==> config.mk <==
export PLATFORM = sky130hd
export DESIGN_NAME = gb_interrupt_ctrl_flat
export DESIGN_NICKNAME = d
export VERILOG_FILES = /design/src/rtl/gb_interrupt_ctrl_if.sv /design/src/rtl/gb_interrupt_ctrl.sv /design/src/flat_wrapper.sv
export SDC_FILE = /design/constraint.sdc
export NUM_CORES = 1
export LEC_CHECK = 0
export ABC_AREA = 1
export CAP_MARGIN = 25
export CORE_MARGIN = 4
export CORE_UTILIZATION = 44
export CTS_BUF_LIST = sky130_fd_sc_hd__clkbuf_2 sky130_fd_sc_hd__clkbuf_4 sky130_fd_sc_hd__clkbuf_8
export CTS_CLUSTER_DIAMETER = 80
export CTS_CLUSTER_SIZE = 24
export DETAILED_ROUTE_END_ITERATION = 16
export GPL_TIMING_DRIVEN = 0
export PLACE_DENSITY_LB_ADDON = 0.12
export SLEW_MARGIN = 30
export SYNTH_ARGS = -nofsm -noshare
export SYNTH_HDL_FRONTEND = slang
export SYNTH_SLANG_ARGS = --single-unit
==> constraint.sdc <==
create_clock -name clk -period 2.4 [get_ports clk]
set_input_delay 0.24 -clock clk [delete_from_list [all_inputs] [get_ports clk]]
set_output_delay 0.24 -clock clk [all_outputs]
set_load 0.03 [all_outputs]
==> src/rtl/gb_interrupt_ctrl_if.sv <==
// CPU-side memory bus seen by the interrupt controller.
// The CPU drives address/data/strobe; the controller returns read data.
interface gb_interrupt_ctrl_if;
  logic [15:0] addr_i;
  logic [7:0]  data_i;
  logic        wr_en;
  logic [7:0]  rd_data;
  logic        rd_hit;

  modport master (
    output addr_i, data_i, wr_en,
    input  rd_data, rd_hit
  );

  modport slave (
    input  addr_i, data_i, wr_en,
    output rd_data, rd_hit
  );
endinterface

==> src/rtl/gb_interrupt_ctrl.sv <==
// IF/IE interrupt controller for gb_cpu.
// Latches requests, retires the highest-priority pending bit on clear.
module gb_interrupt_ctrl #(
  parameter int          NUM_IRQ      = 5,
  parameter logic [15:0] IF_ADDR      = 16'hFF0F,
  parameter logic [15:0] IE_ADDR      = 16'hFFFF,
  parameter bit          EDGE_MODE    = 1'b1,
  parameter bit          MASKED_CLEAR = 1'b1
) (
  input  logic               clk,
  input  logic               reset,
  input  logic [NUM_IRQ-1:0] irq_i,
  gb_interrupt_ctrl_if.slave bus,
  input  logic               clear_interrupt_flag,
  output logic [7:0]         reg_IF,
  output logic [7:0]         reg_IE,
  output logic               irq_pending,
  output logic               ack_valid,
  output logic [2:0]         ack_idx
);

  logic [NUM_IRQ-1:0] if_q;
  logic [7:0]         ie_q;
  logic [NUM_IRQ-1:0] irq_q;

  logic [NUM_IRQ-1:0] set_v;
  logic [NUM_IRQ-1:0] cand;
  logic [NUM_IRQ-1:0] clr;
  logic [2:0]         clr_idx;
  logic               found;
  logic [NUM_IRQ-1:0] if_next;
  logic               if_hit;
  logic               ie_hit;

  assign if_hit = (bus.addr_i == IF_ADDR);
  assign ie_hit = (bus.addr_i == IE_ADDR);

  // Request detect, clear candidate selection and IF next state
  always_comb begin
    set_v   = '0;
    cand    = '0;
    clr     = '0;
    clr_idx = '0;
    found   = 1'b0;
    if_next = if_q;
    if (EDGE_MODE) set_v = irq_i & ~irq_q;
    else           set_v = irq_i;
    if (MASKED_CLEAR) cand = if_q & ie_q[NUM_IRQ-1:0];
    else              cand = if_q;
    for (int i = 0; i < NUM_IRQ; i++) begin
      if (!found && cand[i]) begin
        found   = 1'b1;
        clr_idx = 3'(i);
        clr[i]  = clear_interrupt_flag;
      end
    end
    if (bus.wr_en && if_hit) if_next = bus.data_i[NUM_IRQ-1:0];
    if_next = (if_next & ~clr) | set_v;
  end

  // Register state; requests are sampled for edge detection
  always_ff @(posedge clk) begin
    if (!reset) begin
      if_q      <= '0;
      ie_q      <= '0;
      irq_q     <= '0;
      ack_valid <= 1'b0;
      ack_idx   <= '0;
    end else begin
      if_q      <= if_next;
      irq_q     <= irq_i;
      ack_valid <= |clr;
      if (|clr) ack_idx <= clr_idx;
      if (bus.wr_en && ie_hit) ie_q <= bus.data_i;
    end
  end

  // Register views and bus read mux
  always_comb begin
    reg_IF = '0;
    reg_IF[NUM_IRQ-1:0] = if_q;
    reg_IE = ie_q;
    irq_pending = |(if_q & ie_q[NUM_IRQ-1:0]);
    bus.rd_data = '0;
    bus.rd_hit  = 1'b0;
    if (if_hit) begin
      bus.rd_data = 8'hFF;
      bus.rd_data[NUM_IRQ-1:0] = if_q;
      bus.rd_hit  = 1'b1;
    end else if (ie_hit) begin
      bus.rd_data = ie_q;
      bus.rd_hit  = 1'b1;
    end
  end

endmodule

==> src/flat_wrapper.sv <==
// flat-port wrapper written by rule: the top's interface ports become plain ports
module gb_interrupt_ctrl_flat 
#(
  parameter int          NUM_IRQ      = 5,
  parameter logic [15:0] IF_ADDR      = 16'hFF0F,
  parameter logic [15:0] IE_ADDR      = 16'hFFFF,
  parameter bit          EDGE_MODE    = 1'b1,
  parameter bit          MASKED_CLEAR = 1'b1
)
  (clk, reset, irq_i, clear_interrupt_flag, reg_IF, reg_IE, irq_pending, ack_valid, ack_idx, bus_addr_i, bus_data_i, bus_wr_en, bus_rd_data, bus_rd_hit);
  gb_interrupt_ctrl_if bus_i ();
  input  logic clk;
  input  logic reset;
  input  logic [NUM_IRQ-1:0] irq_i;
  input  logic clear_interrupt_flag;
  output logic [7:0] reg_IF;
  output logic [7:0] reg_IE;
  output logic irq_pending;
  output logic ack_valid;
  output logic [2:0] ack_idx;
  input wire logic [$bits(bus_i.addr_i)-1:0] bus_addr_i;
  input wire logic [$bits(bus_i.data_i)-1:0] bus_data_i;
  input wire logic [$bits(bus_i.wr_en)-1:0] bus_wr_en;
  output wire logic [$bits(bus_i.rd_data)-1:0] bus_rd_data;
  output wire logic [$bits(bus_i.rd_hit)-1:0] bus_rd_hit;
  assign bus_i.addr_i = bus_addr_i;
  assign bus_i.data_i = bus_data_i;
  assign bus_i.wr_en = bus_wr_en;
  assign bus_rd_data = bus_i.rd_data;
  assign bus_rd_hit = bus_i.rd_hit;
  gb_interrupt_ctrl #(.NUM_IRQ(NUM_IRQ), .IF_ADDR(IF_ADDR), .IE_ADDR(IE_ADDR), .EDGE_MODE(EDGE_MODE), .MASKED_CLEAR(MASKED_CLEAR)) u_core (.clk(clk), .reset(reset), .irq_i(irq_i), .bus(bus_i), .clear_interrupt_flag(clear_interrupt_flag), .reg_IF(reg_IF), .reg_IE(reg_IE), .irq_pending(irq_pending), .ack_valid(ack_valid), .ack_idx(ack_idx));
endmodule
==> summary.txt, run 1 <==
Routing
  • Detailed-route vias per instance: 4.71
  • Via count: 1346
  • First-pass DRT Iterations: 4
  • Post-DRT Antenna Nets: 0
  • Iteration-0 DRC Markers: 59
  • Total detailed-routing wirelength: 3270 µm
  • Final routed DRC violation total: 0
  • Average routed wire per standard cell: 11.4 µm

Global route
  • Global-route track usage on met1: 0.246
  • GRT busiest layer: met2
  • First-pass GRT wire length: 5080 µm
  • Gr usage total: 0.184
  • Vias in the first global route: 1135
  • Met2 routing resource usage after global routing: 0.312
  • Largest net degree at the start of global routing: 12
  • Grt total ovfl: 0
  • Number of antenna violations at the first check in global routing: 0
  • Met3 Track Usage GR: 0.0553

Synth
  • Top post-synthesis cells by area: sky130_fd_sc_hd__dfxtp_1 36%, sky130_fd_sc_hd__nand2_1 20%, sky130_fd_sc_hd__nor2_1 7.1%
  • YS warnings: 0
  • Netlist area before placement: 1210 µm²
  • Most instantiated cells after synthesis: 65 x sky130_fd_sc_hd__nand2_1, 23 x sky130_fd_sc_hd__nor2_1, 22 x sky130_fd_sc_hd__dfxtp_1, 22 x sky130_fd_sc_hd__inv_1
  • Number of unique standard cell types used by synthesis: 22
  • Most numerous cell in the Yosys netlist: sky130_fd_sc_hd__nand2_1
  • Gate count of the mapped netlist: 192
  • Post-synth top flop: sky130_fd_sc_hd__dfxtp_1
  • Proportion of register bits with asynchronous set or reset after synthesis: 0
  • Post-synthesis average cell area: 6.30 µm²
  • Total of flip-flops plus latches after synthesis: 22
  • Sequential fraction of the synthesis area: 0.364
  • Number of flops mapped to enable cells by yosys: 0
  • Synth top area share: 0.364
  • Biggest area consumer among synthesized cells: sky130_fd_sc_hd__dfxtp_1

Setup path
  • Reg2reg end: u_core.ack_idx[0]
  • Critical Path Most Common Cell: sky130_fd_sc_hd__nand2_1
  • Cell type group with the largest total delay on the critical path: buffers and inverters
  • R2R cell count: 7
  • Kind of end point of the critical path: output port
  • Worst r2r src: u_core.reg_IE[0]
  • Worst endpoint data arrival time: 1.97 ns
  • WP data required: 2.16 ns
  • Critical Path Start Type: primary input
  • Crit path max-delay cell type: sky130_fd_sc_hd__clkdlybuf4s50_1
  • CP bufs+invs: 3
  • Maximum fanout along the worst path: 9
  • Type of the worst setup path: in -> out
  • FF-to-FF setup slack: 1.20 ns
  • Worst path cell trace: clkdlybuf4s50_1 > nand2_1 > nor2_1 > nand2_1 > inv_1 > nand2_2 > o21ai_0 > dlygate4sd2_1
  • Maximum single-stage delay on the critical path: 0.47 ns

Floorplan
  • Number of core rows: 18
  • Area of the die: 3650 µm²
  • Die span in x: 60.4 µm
  • Initial Util: 0.475
  • Floorplan Core Area: 2540 µm²
  • I/O pin count: 63
  • Die span in y: 60.4 µm

Timing
  • Clock period minus worst slack: 2.21 ns
  • Setup clock skew after layout: 0.00824 ns
  • Number of setup violations in the final report: 0
  • Number of hold violations in the final report: 0
  • Total count of max-transition violations in the final report: 0
  • Share of the cycle needed by the critical path after routing: 0.922
  • RSZ-0062 raised after global routing: no
  • Maximum clock rate: 452 MHz

Clocking
  • Clock transition time at the flip-flop clock pins of the worst setup and hold paths: 0.11 ns
  • Hold buffer count at cts: 0
  • Total clock sinks: 22
  • TritonCTS buffer count: 3
  • Skew-Pair Late Insertion Delay: 0.31 ns
  • CTS HTree Levels: 1
  • Root buf cell: sky130_fd_sc_hd__clkbuf_4
  • CTS max path bufs: 2
  • TritonCTS clock tree: done
  • Post-CTS setup repair buffer count: 0

Cells and area
  • Layout cells sized above 1: 0.0820
  • Non-Filler Cell Area, Final: 1860 µm²
  • Number of diodes added for antenna fixing: 0
  • Count of nets after finishing: 291
  • Area overhead of the layout relative to synthesis: 53.7%
  • Number of fill cells in the layout: 229

Min path
  • Hold worst-path end: u_core.irq_q[4]
  • Hold path start: irq_i[4]
  • Number of cells on the worst hold path: 3
  • Min-delay worst type: in -> reg

Power and ir drop
  • Power density normalized to cell area: 379 nW/µm²
  • Leakage Power: 0.903 nW
  • Largest voltage drop on the vdd net: 567 µV
  • Pwr Total: 0.000705 W

Outcome
  • Status: completed

Place
  • RePlAce Congestion: 0.802
  • Total half-perimeter wirelength after legalization and detailed placement: 2620 µm
  • Placed cell areas: 1850 µm²
  • IO buf count: 59

Job
  • # Max-Cap Violations: 0
[kinds of logic after synthesis]
kind of cell    synth area share
compound gates            0.0786
other cells              0.00310
buf+inv                    0.110
simple gates               0.445
flops                      0.364
[routing by layer]
layer  vias up  part of all wire
li1        729                 -
met1       575              0.44
met2        42              0.48
met3         0             0.085
met4         0                 0
met5         -                 0
[sequential cells by signal, summed over array words and instances, names as in the netlist]
register          flops
u_core.reg_IE         8
u_core.if_q           5
u_core.irq_q          5
u_core.ack_idx        3
u_core.ack_valid      1
[worst min-delay path, cell delays in order]
cell and delay, ns:
sky130_fd_sc_hd__clkdlybuf4s50_1 0.39, sky130_fd_sc_hd__nand2_1 0.06, sky130_fd_sc_hd__inv_1 0.03
[cells in the final DEF (no fill, tap or decap)]
| cell | count |
|---|---|
| sky130_fd_sc_hd__nand2_1 | 64 |
| sky130_fd_sc_hd__clkdlybuf4s50_1 | 50 |
| sky130_fd_sc_hd__nor2_1 | 23 |
| sky130_fd_sc_hd__inv_1 | 22 |
| sky130_fd_sc_hd__dfxtp_1 | 22 |
| sky130_fd_sc_hd__nand3_1 | 12 |
| sky130_fd_sc_hd__a21oi_1 | 12 |
| sky130_fd_sc_hd__dlygate4sd2_1 | 9 |
| sky130_fd_sc_hd__o21ai_0 | 6 |
| sky130_fd_sc_hd__nand4_1 | 6 |
| sky130_fd_sc_hd__or2_2 | 5 |
| sky130_fd_sc_hd__clkbuf_4 | 4 |
| sky130_fd_sc_hd__nand3b_1 | 3 |
| sky130_fd_sc_hd__buf_4 | 3 |
| sky130_fd_sc_hd__conb_1 | 3 |
| sky130_fd_sc_hd__nor2_2 | 2 |
| sky130_fd_sc_hd__nor2_4 | 2 |
| sky130_fd_sc_hd__nand2_2 | 2 |
| sky130_fd_sc_hd__nand3_2 | 1 |
| sky130_fd_sc_hd__o21ai_1 | 1 |
| sky130_fd_sc_hd__buf_2 | 1 |
| sky130_fd_sc_hd__buf_1 | 1 |
| sky130_fd_sc_hd__buf_6 | 1 |
| sky130_fd_sc_hd__nor3_1 | 1 |
[worst max path at each step]
| stage | startpoint | slack, ns | endpoint | depth (start not counted) |
|---|---|---|---|---|
| after global placement | bus_addr_i[9] | -0.19 | bus_rd_data[2] | 8 |
| final | bus_addr_i[9] | 0.19 | bus_rd_data[2] | 8 |
| after global routing | bus_addr_i[9] | 0.05 | bus_rd_data[3] | 8 |
| after CTS | bus_addr_i[9] | 0.1 | bus_rd_data[1] | 8 |
| after floorplan | bus_addr_i[9] | 0.70 | bus_rd_data[0] | 6 |
| after detailed placement | bus_addr_i[9] | -0.20 | bus_rd_data[2] | 8 |
[power breakdown]
group          internal (W)  switching [W]
registers          0.000378     0.00000729
logic             0.0000812      0.0000727
clock network     0.0000586       0.000107
[layout make-up]
| type | instances | area (µm²) | area share |
|---|---|---|---|
| repair buffers | 59 | 579 | 0.312 |
| flip-flops and latches | 22 | 440 | 0.237 |
| multi-input cells | 143 | 647 | 0.348 |
| plain buffers | 7 | 50.0 | 0.0269 |
| well taps | 30 | 37.5 | 0.0202 |
| clock buffers | 3 | 22.5 | 0.0121 |
| inverters | 22 | 82.6 | 0.0444 |
[through the flow]
stage               utilization  cells  setup WS [ns]  hold WS [ns]  TNS [ns]
floorplan                     -    194          0.702         0.344         0
global placement          0.725    283         -0.190         0.452     -1.01
detailed placement        0.725    283         -0.198         0.457     -1.14
CTS                       0.730    286         0.0951         0.464         0
global route              0.731    286         0.0541         0.453         0
finish                    0.731    286          0.186         0.463         0
[repair_timing]
action                                  4_1_cts  5_1_grt
gates resized for setup                       9        1
endpoints found under the setup margin        9        4
pin swaps                                     0        0
Power figures use the tool's default switching activity.
==> run 2, diff against run 1 <==
- ABC_AREA: 1 -> default
- CORE_UTILIZATION: 44 -> 42
==> summary.txt, run 2 <==
Outcome
  • Status: completed

Global route
  • Number of antenna violations at the first check in global routing: 0 (unchanged)
  • Largest net degree at the start of global routing: 12 (unchanged)
  • Grt total ovfl: 0 (unchanged)
  • First-pass GRT wire length: 5280 µm (+3.9%)
  • Gr usage total: 0.200 (+0.0158)
  • Vias in the first global route: 1197 (+5.5%)

Cells and area
  • Leading cell type in the layout, fill and taps excluded: sky130_fd_sc_hd__clkdlybuf4s50_1
  • Area overhead of the layout relative to synthesis: 60.8%
  • Number of fill cells in the layout: 220 (-3.9%)
  • Layout cells sized above 1: 0.113 (+0.0308)
  • Count of nets after finishing: 230 (-21%)
  • Non-Filler Instances: 225 (-21%)
  • Number of diodes added for antenna fixing: 0 (unchanged)
  • Non-Filler Cell Area, Final: 1750 µm² (-5.7%)
  • Commonest non-fill, non-tap cells in the layout: 50 x sky130_fd_sc_hd__clkdlybuf4s50_1, 22 x sky130_fd_sc_hd__dfxtp_1, 14 x sky130_fd_sc_hd__nand3_1
  • Number of flip-flops under the largest register name: 8 (unchanged)

Synth
  • Most instantiated cells after synthesis: 22 x sky130_fd_sc_hd__dfxtp_1, 14 x sky130_fd_sc_hd__nand3_1, 12 x sky130_fd_sc_hd__nand2_1
  • Post-synthesis compound-gate area fraction: 0.310 (+0.231)
  • Netlist area before placement: 1090 µm² (-9.9%)
  • Sequential fraction of the synthesis area: 0.404 (+0.0401)
  • Mux cell area share after synthesis: 0 (unchanged)
  • Biggest area consumer among synthesized cells: sky130_fd_sc_hd__dfxtp_1
  • Total of flip-flops plus latches after synthesis: 22 (unchanged)
  • Top post-synthesis cells by area: sky130_fd_sc_hd__dfxtp_1 40%, sky130_fd_sc_hd__nand3_1 6.4%, sky130_fd_sc_hd__a21oi_1 4.6%
  • Proportion of register bits with asynchronous set or reset after synthesis: 0 (unchanged)
  • Gate count of the mapped netlist: 130 (-32%)
  • Post-synth top flop: sky130_fd_sc_hd__dfxtp_1
  • Xor/xnor cell area share of the yosys netlist: 0 (unchanged)
  • Number of unique standard cell types used by synthesis: 32 (+45%)
  • Post-synthesis adder-cell area fraction: 0 (unchanged)
  • Most numerous cell in the Yosys netlist: sky130_fd_sc_hd__dfxtp_1
  • Dominant combinational cell family by area after synthesis: compound AO/OA/AOI/OAI gates
  • Synth top area share: 0.404 (+0.0401)
  • Number of flops mapped to enable cells by yosys: 0 (unchanged)
  • Simple-gate area share of the yosys netlist: 0.216 (-0.229)
  • Post-synthesis average cell area: 8.38 µm² (+33%)
  • YS warnings: 0 (unchanged)

Timing
  • Setup clock skew after layout: 0.00174 ns (-0.00651 ns)
  • Hold slack: 0.448 ns (-0.0146 ns)
  • Setup Total Neg Slack: 0 ns (unchanged)
  • Clock period minus worst slack: 2.33 ns (+0.112 ns)
  • Number of hold violations in the final report: 0 (unchanged)
  • Worst-Margin Slew: 0.537 ns
  • Worst-case headroom to the max-slew limit: 0.639
  • Final worst slack: 0.0742 ns (-0.112 ns)
  • Number of setup violations in the final report: 0 (unchanged)
  • Maximum clock rate: 430 MHz (-4.8%)
  • Share of the cycle needed by the critical path after routing: 0.969 (+0.0467)
  • Total count of max-transition violations in the final report: 0 (unchanged)

Floorplan
  • Die span in x: 58.9 µm (-2.5%)
  • Initial Util: 0.440 (-0.0355)
  • Number of core rows: 18 (unchanged)
  • Area of the die: 3470 µm² (-4.9%)
  • I/O pin count: 63 (unchanged)
  • Floorplan Core Area: 2480 µm² (-2.7%)
  • Die span in y: 58.9 µm (-2.5%)

Setup path
  • Maximum fanout along the worst path: 7 (-2)
  • Maximum single-stage delay on the critical path: 0.63 ns (+0.16 ns)
  • Worst path cell trace: clkdlybuf4s50_1 > or4_4 > a21oi_2 > o21a_1 > dlygate4sd2_1
  • Kind of end point of the critical path: output port
  • Critical Path Start Type: primary input
  • Crit path max-delay cell type: sky130_fd_sc_hd__or4_4
  • Worst endpoint data arrival time: 2.09 ns (+0.12 ns)
  • WP data required: 2.16 ns (about the same)
  • Type of the worst setup path: in -> out

Place
  • IO buf count: 59 (unchanged)
  • Placed cell areas: 1730 µm² (-6.5%)
  • RePlAce Congestion: 0.923 (+15%)
  • Cell total after placement: 221 (-22%)
  • Total half-perimeter wirelength after legalization and detailed placement: 2680 µm (+2.2%)
  • Worst Setup Slack post-DPL: -0.479 ns (-0.281 ns)

Clocking
  • TritonCTS buffer count: 3 (unchanged)
  • Skew-Pair Late Insertion Delay: 0.31 ns (about the same)
  • TritonCTS clock tree: done
  • Hold buffer count at cts: 0 (unchanged)
  • Total clock sinks: 22 (unchanged)
  • CTS max path bufs: 2 (unchanged)
  • Root buf cell: sky130_fd_sc_hd__clkbuf_4
  • Clock transition time at the flip-flop clock pins of the worst setup and hold paths: 0.11 ns (about the same)
  • CTS HTree Levels: 1 (unchanged)

Routing
  • Via count: 1288 (-4.3%)
  • First-pass DRT Iterations: 4 (unchanged)
  • Total detailed-routing wirelength: 3340 µm (+2.0%)
  • Post-DRT Antenna Nets: 0 (unchanged)
  • Average routed wire per standard cell: 14.8 µm (+30%)
  • Iteration-0 DRC Markers: 38 (-36%)
  • Detailed-route vias per instance: 5.72 (+22%)
  • Final routed DRC violation total: 0 (unchanged)

Power and ir drop
  • Largest voltage drop on the vdd net: 403 µV (-29%)
  • Power density normalized to cell area: 394 nW/µm² (+4.0%)
  • Leakage Power: 0.678 nW (-25%)

Job
  • # Max-Cap Violations: 0 (unchanged)

Min path
  • Min-delay worst type: reg -> reg
==> run 2: cell types whose count changed after synthesis, sizes merged, moves of 4 or more <==
cell / change
or2: -5
nor2: -24
a22o: +5
clkbuf: +6
o211ai: +5
nand2: -54
and4: +5
inv: -16
a41oi: +4
==> run 2: routing by layer <==
metal / vias up / global-route usage / routed length [µm]
li1: 625 / - / -
met1: 594 / 0.245 / 1260
met2: 64 / 0.342 / 1680
met3: 5 / 0.0329 / 345
met4: 0 / 0.0874 / 57
met5: - / 0 / 0
==> run 2: through the flow <==
| step | util | power, W |
|---|---|---|
| 6_report | 0.708 | 0.000691 |
| 5_1_grt | 0.708 | 0.000724 |
| 4_1_cts | 0.712 | 0.000697 |
| 3_5_place_dp | 0.696 | 0.000533 |
| 3_3_place_gp | 0.696 | 0.000530 |
| 2_1_floorplan | - | 0.000450 |
==> run 2: cells by family (layout without fill, tap and decap cells) <==
family / count (synthesis) / after routing
other: 1 / 3
flip-flops: 22 / 22
AO/OA/AOI/OAI: 48 / 48
buffers and inverters: 16 / 79
AND/OR/NAND/NOR: 43 / 43
==> run 2: cell type report <==
| class | instances | area (µm²) | area share |
|---|---|---|---|
| Multi-Input combinational cell | 94 | 599 | 0.342 |
| Timing Repair Buffer | 61 | 584 | 0.333 |
| Sequential cell | 22 | 440 | 0.251 |
| Buffer | 9 | 46.3 | 0.0264 |
| Tap cell | 30 | 37.5 | 0.0214 |
| Clock buffer | 3 | 22.5 | 0.0128 |
| Inverter | 6 | 22.5 | 0.0128 |
==> run 2: where the power goes <==
part	leakage [nW]	internal, W	switching [W]	total [W]
Sequential	0.180	0.000378	0.0000150	0.000393
Combinational	0.484	0.0000745	0.0000590	0.000133
Clock	0.0138	0.0000587	0.000106	0.000165
Total	0.678	0.000511	0.000180	0.000691
==> run 2: worst paths after layout <==
path,slack (ns),endpoint,cells after the start,from
max,0.07,bus_rd_data[5],5,bus_addr_i[5]
min,0.45,u_core.if_q[1],1,u_core.irq_q[1]
max reg2reg,0.88,u_core.if_q[3],6,u_core.reg_IE[0]
min reg2reg,0.45,u_core.if_q[1],1,u_core.irq_q[1]
==> run 2: critical path: cells and delay by family <==
kind            cells  cell delay, ns
compound gates      2            0.37
buf+inv             2            0.84
simple gates        1            0.63
==> run 2: timing repair <==
| item | 4_1_cts | 5_1_grt |
|---|---|---|
| resized for setup | 14 | 11 |
| setup endpoints to repair | 10 | 7 |
| pin swaps | 2 | 0 |
| hold endpoints to repair | 0 | 0 |
| buffers inserted | 2 | 0 |
